===== src/rtl/idli_pkg.sv =====
// idli_pkg: shared ALU opcode, register-name types and nibble-serial word constants.
package idli_pkg;
  typedef logic [2:0] greg_t;
  localparam greg_t GREG_PC = 3'd7;
  localparam int ALU_NIBBLES = 4;
  typedef enum logic [2:0] {
    ALU_ADD  = 3'd0,
    ALU_SUB  = 3'd1,
    ALU_AND  = 3'd2,
    ALU_OR   = 3'd3,
    ALU_XOR  = 3'd4,
    ALU_ANDN = 3'd5,
    ALU_EQ   = 3'd6,
    ALU_LTU  = 3'd7
  } alu_op_t;
endpackage


===== src/rtl/idli_alu_if.sv =====
// idli_alu_if: decode/GRF <-> ALU bundle; master = ALU (start/op/dest/read nibbles in, write ports/status out), slave = decode+GRF side.
interface idli_alu_if;
  import idli_pkg::*;
  logic start;
  alu_op_t op;
  greg_t dest;
  logic pc_inc;
  logic [3:0] b_data;
  logic [3:0] c_data;
  logic [3:0] pc_rd;
  greg_t wr_a;
  logic a_vld;
  logic [3:0] a_data;
  logic pc_vld;
  logic [3:0] pc_wr;
  logic busy;
  logic done;
  logic flag;
  modport master (
    input  start, op, dest, pc_inc, b_data, c_data, pc_rd,
    output wr_a, a_vld, a_data, pc_vld, pc_wr, busy, done, flag
  );
  modport slave (
    output start, op, dest, pc_inc, b_data, c_data, pc_rd,
    input  wr_a, a_vld, a_data, pc_vld, pc_wr, busy, done, flag
  );
endinterface


===== src/rtl/idli_alu_nadd_m.sv =====
// idli_alu_nadd_m: combinational nibble adder; ports a,b (4b), cin in; sum (4b), cout out.
module idli_alu_nadd_m (
  input  logic [3:0] a,
  input  logic [3:0] b,
  input  logic       cin,
  output logic [3:0] sum,
  output logic       cout
);
  assign {cout, sum} = {1'b0, a} + {1'b0, b} + {4'b0, cin};
endmodule


===== src/rtl/idli_alu_m.sv =====
// idli_alu_m: nibble-serial ALU; ports i_alu_gck clock, i_alu_rst async reset, alu (idli_alu_if.master) for decode/GRF traffic.
module idli_alu_m
  import idli_pkg::*;
(
  input logic        i_alu_gck,
  input logic        i_alu_rst,
  idli_alu_if.master alu
);
  logic [1:0] ctr_q;
  logic busy_q, carry_q, pc_carry_q, zero_q, flag_q, done_q, pc_inc_q;
  alu_op_t op_q;
  greg_t dest_q;
  logic go, last, b2b, active, first, pc_inc, cin, cout, pc_cout, zero_c;
  alu_op_t op;
  logic [3:0] c_eff, sum;
  assign go = alu.start & ~busy_q;
  assign last = busy_q & (ctr_q == 2'(ALU_NIBBLES - 1));
  // A start during the final nibble latches the next op; its nibble 0 follows with ctr_q=0 and busy held.
  assign b2b = alu.start & last;
  assign active = go | busy_q;
  assign first = go | (busy_q & (ctr_q == 2'd0));
  assign op = go ? alu.op : op_q;
  assign pc_inc = go ? alu.pc_inc : pc_inc_q;
  assign alu.wr_a = go ? alu.dest : dest_q;
  // Nibble 0 seeds carries from the op itself, so nothing chains across ops.
  assign cin = first ? (op != ALU_ADD) : carry_q;
  assign c_eff = (op == ALU_ADD) ? alu.c_data : ~alu.c_data;
  assign zero_c = (alu.b_data == alu.c_data) & (first | zero_q);
  idli_alu_nadd_m u_alu (.a(alu.b_data), .b(c_eff), .cin, .sum, .cout);
  idli_alu_nadd_m u_pc (.a(alu.pc_rd), .b(4'h0), .cin(first | pc_carry_q), .sum(alu.pc_wr), .cout(pc_cout));
  assign alu.a_data = (op == ALU_AND)  ? alu.b_data & alu.c_data :
                      (op == ALU_OR)   ? alu.b_data | alu.c_data :
                      (op == ALU_XOR)  ? alu.b_data ^ alu.c_data :
                      (op == ALU_ANDN) ? alu.b_data & ~alu.c_data : sum;
  // Write strobes drop the instant reset rises, even with start held high.
  assign alu.a_vld = ~i_alu_rst & active & (op < ALU_EQ);
  assign alu.pc_vld = ~i_alu_rst & active & pc_inc;
  assign alu.busy = busy_q;
  assign alu.done = done_q;
  assign alu.flag = flag_q;
  always_ff @(posedge i_alu_gck or posedge i_alu_rst)
    if (i_alu_rst) begin
      ctr_q <= '0;
      busy_q <= 1'b0;
      carry_q <= 1'b0;
      pc_carry_q <= 1'b0;
      zero_q <= 1'b0;
      flag_q <= 1'b0;
      done_q <= 1'b0;
      pc_inc_q <= 1'b0;
      op_q <= ALU_ADD;
      dest_q <= '0;
    end else begin
      if (last) begin
        ctr_q <= '0;
        busy_q <= b2b;
      end else if (go) begin
        ctr_q <= 2'd1;
        busy_q <= 1'b1;
      end else if (busy_q) ctr_q <= ctr_q + 2'd1;
      if (go | b2b) begin
        op_q <= alu.op;
        dest_q <= alu.dest;
        pc_inc_q <= alu.pc_inc;
      end
      carry_q <= cout;
      pc_carry_q <= pc_cout;
      zero_q <= zero_c;
      done_q <= last;
      if (last)
        flag_q <= (op == ALU_ADD || op == ALU_SUB) ? cout :
                  (op == ALU_EQ)  ? zero_c :
                  (op == ALU_LTU) ? ~cout : flag_q;
    end
endmodule


===== src/flat_wrapper.sv =====
// flat-port wrapper written by rule: the top's interface ports become plain ports
module idli_alu_m_flat import idli_pkg::*;
  (i_alu_gck, i_alu_rst, alu_start, alu_op, alu_dest, alu_pc_inc, alu_b_data, alu_c_data, alu_pc_rd, alu_wr_a, alu_a_vld, alu_a_data, alu_pc_vld, alu_pc_wr, alu_busy, alu_done, alu_flag);
  idli_alu_if alu_i ();
  input logic i_alu_gck;
  input logic i_alu_rst;
  input wire logic [$bits(alu_i.start)-1:0] alu_start;
  input wire logic [$bits(alu_i.op)-1:0] alu_op;
  input wire logic [$bits(alu_i.dest)-1:0] alu_dest;
  input wire logic [$bits(alu_i.pc_inc)-1:0] alu_pc_inc;
  input wire logic [$bits(alu_i.b_data)-1:0] alu_b_data;
  input wire logic [$bits(alu_i.c_data)-1:0] alu_c_data;
  input wire logic [$bits(alu_i.pc_rd)-1:0] alu_pc_rd;
  output wire logic [$bits(alu_i.wr_a)-1:0] alu_wr_a;
  output wire logic [$bits(alu_i.a_vld)-1:0] alu_a_vld;
  output wire logic [$bits(alu_i.a_data)-1:0] alu_a_data;
  output wire logic [$bits(alu_i.pc_vld)-1:0] alu_pc_vld;
  output wire logic [$bits(alu_i.pc_wr)-1:0] alu_pc_wr;
  output wire logic [$bits(alu_i.busy)-1:0] alu_busy;
  output wire logic [$bits(alu_i.done)-1:0] alu_done;
  output wire logic [$bits(alu_i.flag)-1:0] alu_flag;
  assign alu_i.start = alu_start;
  assign alu_i.op = alu_op;
  assign alu_i.dest = alu_dest;
  assign alu_i.pc_inc = alu_pc_inc;
  assign alu_i.b_data = alu_b_data;
  assign alu_i.c_data = alu_c_data;
  assign alu_i.pc_rd = alu_pc_rd;
  assign alu_wr_a = alu_i.wr_a;
  assign alu_a_vld = alu_i.a_vld;
  assign alu_a_data = alu_i.a_data;
  assign alu_pc_vld = alu_i.pc_vld;
  assign alu_pc_wr = alu_i.pc_wr;
  assign alu_busy = alu_i.busy;
  assign alu_done = alu_i.done;
  assign alu_flag = alu_i.flag;
  idli_alu_m u_core (.i_alu_gck(i_alu_gck), .i_alu_rst(i_alu_rst), .alu(alu_i));
endmodule

===== config.mk =====
export PLATFORM = sky130hd
export DESIGN_NAME = idli_alu_m_flat
export DESIGN_NICKNAME = d
export VERILOG_FILES = /design/src/rtl/idli_pkg.sv /design/src/rtl/idli_alu_if.sv /design/src/rtl/idli_alu_nadd_m.sv /design/src/rtl/idli_alu_m.sv /design/src/flat_wrapper.sv
export SDC_FILE = /design/constraint.sdc
export NUM_CORES = 1
export LEC_CHECK = 0
export ABC_AREA = 1
export BUFFER_PORTS_ARGS = -buffer_cell sky130_fd_sc_hd__buf_4
export CORE_MARGIN = 2
export CORE_UTILIZATION = 54
export DETAILED_ROUTE_END_ITERATION = 6
export PLACE_DENSITY = 0.82
export SYNTH_ARGS = -nofsm -noshare
export SYNTH_HDL_FRONTEND = slang
export SYNTH_HIERARCHICAL = 1
export SYNTH_SLANG_ARGS = --single-unit

===== constraint.sdc =====
create_clock -name i_alu_gck -period 2.8 [get_ports i_alu_gck]
set_input_delay 0.28 -clock i_alu_gck [delete_from_list [all_inputs] [get_ports i_alu_gck]]
set_output_delay 0.28 -clock i_alu_gck [all_outputs]
set_load 0.05 [all_outputs]

==> summary.txt <==
Outcome = complete, but fails checks
Failing checks = DRC, setup timing
Largest net degree at the start of global routing = 17
Hold depth = 2
Mux cell area share after synthesis = 0.691%
WL final = 4320 um
Post-layout util = 82.7%
Startpoint types = flip-flop
Clock sink total = 15
Max clock buf depth = 2
IO buf count = 37
WL per Instance = 13.2 um
Num rows = 19
WP data required = 2.52 ns
Vias in the first global route = 1604
F_max = 325 MHz
CTS Buf Count = 3
Area delta synth->final = 42.4%
Most frequent cells in the layout = nand2_1, buf_4, inv_1, ha_1, nand3_1
Vias = 1721
Number of antenna violations at the first check in global routing = 0
Setup ws final = -0.273 ns
Detailed Place HPWL = 2730 um
Global-route wire length before repair = 6660 um
Critical hold path startpoint = alu_pc_inc
Worst r2r dst = u_core/alu.flag
Multi-input gate area = 0.00126 mm2
Simple-gate area share of the yosys netlist = 33.1%
Yosys warns = 6
Placer congestion estimate = 0.883
Detail Route Antenna Nets = 0
Detailed Routing Iterations Pass 1 = 6
Clock slew at reported path FFs = 0.10 ns
RSZ-0062 raised after global routing = yes
FF-to-FF setup slack = 0.34 ns
Final setup TNS = -0.655 ns
Worst-skew pair later-pin latency = 0.29 ns
Synthesized area per cell = 6.84 um2
Worst Setup Path Type = flip-flop to primary output
Sequential cell area = 377 um2
Worst Path Arrival = 2.79 ns
Ant. Diodes = 0
Cells after Synth = 238
Initial core utilization = 58.1%
Cell variety after synth = 25
Area of the core = 0.00281 mm2
Root buffer cell = clkbuf_4
Hold endpoint = u_core/pc_inc_q
Area fraction in compound gates after synthesis = 7.37%
Starting DRT DRC Count = 102
Cell Area, Synth = 0.00163 mm2
DRC errors left = 2
Vias/cell = 5.25
I/O pin count = 38
Post-Place Setup Slack = 0.0241 ns
Yosys reg bits = 15
GRT Overall Usage = 24.8%
CTS H-tree lvls = 1
Die span in y = 58.9 um
Tmin final = 3.07 ns
Critical-path maximum fanout = 8
Largest regs = u_core/dest_q: 3 flops, u_core/op_q: 3 flops, u_core/ctr_q: 2 flops
# setup viols final = 3
Fill count = 172
CP endpoint kind = primary output
Final net count = 344
Die footprint = 0.00347 mm2
Worst min path class = input port to flip-flop
Most common cell after layout, fill and taps aside = nand2_1
Crit share post-route = 110%
R2R depth = 14
Worst Skew = 0.00142 ns
Hold Vio Cnt, Final = 0
Combinational family with the most area after synthesis = simple AND/OR/NAND/NOR gates
Share of synthesized cell area in full adder, half adder and majority cells = 20.3%
Chip width = 58.9 um
Part of the Yosys area used for sequential elements = 23.0%
Share of layout cells above drive strength 1 = 34.3%
Final Max Slew Viols = 0
MaxCap Viol Count = 0
Post-Synth XOR/XNOR Area = 3.23%
Critical R2R Launch = u_core/alu.busy
Total gr overflow = 0
CTS tree = yes
## synth_stat cells
cell type | instances | area, um2
a21oi_1 | 8 | 40.0
buf_2 | 2 | 10.0
clkbuf_1 | 1 | 3.75
conb_1 | 1 | 3.75
dfrtp_1 | 15 | 375
fa_1 | 4 | 80.1
ha_1 | 20 | 250
inv_1 | 45 | 169
inv_2 | 2 | 7.51
inv_4 | 1 | 6.26
mux2_2 | 1 | 11.3
nand2_1 | 70 | 263
nand2_2 | 4 | 25.0
nand2_4 | 2 | 22.5
nand2_8 | 1 | 20.0
nand3_1 | 23 | 115
nand3_2 | 2 | 20.0
nand3b_1 | 1 | 7.51
nor2_1 | 10 | 37.5
nor2_4 | 2 | 22.5
o21ai_0 | 14 | 70.1
o21ai_1 | 2 | 10.0
or2_2 | 1 | 6.26
xnor2_1 | 2 | 17.5
xor2_1 | 4 | 35.0
## through the flow
step / hold slack [ns] / instances / instance area (um2)
6_report: 0.234 / 328 / 2320
5_1_grt: 0.226 / 328 / 2320
4_1_cts: 0.221 / 321 / 2180
3_5_place_dp: 0.304 / 313 / 2030
3_3_place_gp: 0.301 / 313 / 2030
2_1_floorplan: 0.190 / 242 / 1680
## repair_timing
item / in CTS / in global routing
endpoints found under the hold margin: 15 / 0
buffers inserted: 3 / 6
endpoints found under the setup margin: 4 / 5
cloned: 0 / 1
pin swaps: 10 / 11
resized for setup: 22 / 21
hold buffers: 1 / 0
## final cells by class
class                      count  area share (%)
clock inverter                 1           0.324
tap                           31            1.67
multi-input combinational    177            54.3
sequential                    15            16.2
timing repair buffer          53            18.6
inverter                      48            7.98
clock buffer                   3           0.971
## per-layer routing
metal	global-route usage (%)	vias up	part of all wire, %
met3	5.05	9	7.0
met2	43.7	72	50
met4	5.84	0	1.6
li1	-	843	-
met1	30.9	797	42
met5	0	-	0
## critical path: stages, from the launching register on
cell and delay, ns:
dfrtp_2 0.41, clkinv_4 0.13, nand2_8 0.14, nand2_4 0.06, nand2_4 0.06, nand3_4 0.10
nand2_1 0.11, nand2_2 0.08, fa_2 0.37, inv_2 0.07, fa_2 0.44, inv_2 0.06
nand2_1 0.05, nand2_1 0.05, inv_1 0.04, nand3_2 0.05, nand2_2 0.06, nand2_4 0.07
buf_8 0.14
## how the worst max path moves through the flow
| stage | from | slack [ns] | depth (start not counted) | end |
|---|---|---|---|---|
| floorplan | u_core/alu.busy | -0.006 | 16 | alu_a_data[1] |
| global placement | u_core/alu.busy | 0.07 | 16 | alu_a_data[1] |
| detailed placement | u_core/alu.busy | 0.02 | 16 | alu_a_data[1] |
| CTS | u_core/alu.busy | -0.13 | 16 | alu_a_data[1] |
| global route | u_core/alu.busy | -0.39 | 17 | alu_a_data[1] |
| finish | u_core/alu.busy | -0.27 | 18 | alu_a_data[1] |
## cells by family (layout without fill, tap and decap cells)
kind of cell,after synthesis,after routing
other,1,5
adders and majority gates,24,24
AOI/OAI and AO/OA,24,24
DFF,15,15
and+or+nand+nor,116,117
muxes,1,1
xor gates and xnor gates,6,6
buffers and inverters,51,105
Power is left out: the tool's default activity adds up to more than one toggle a clock period on the data nets, which glitch-free logic cannot reach.
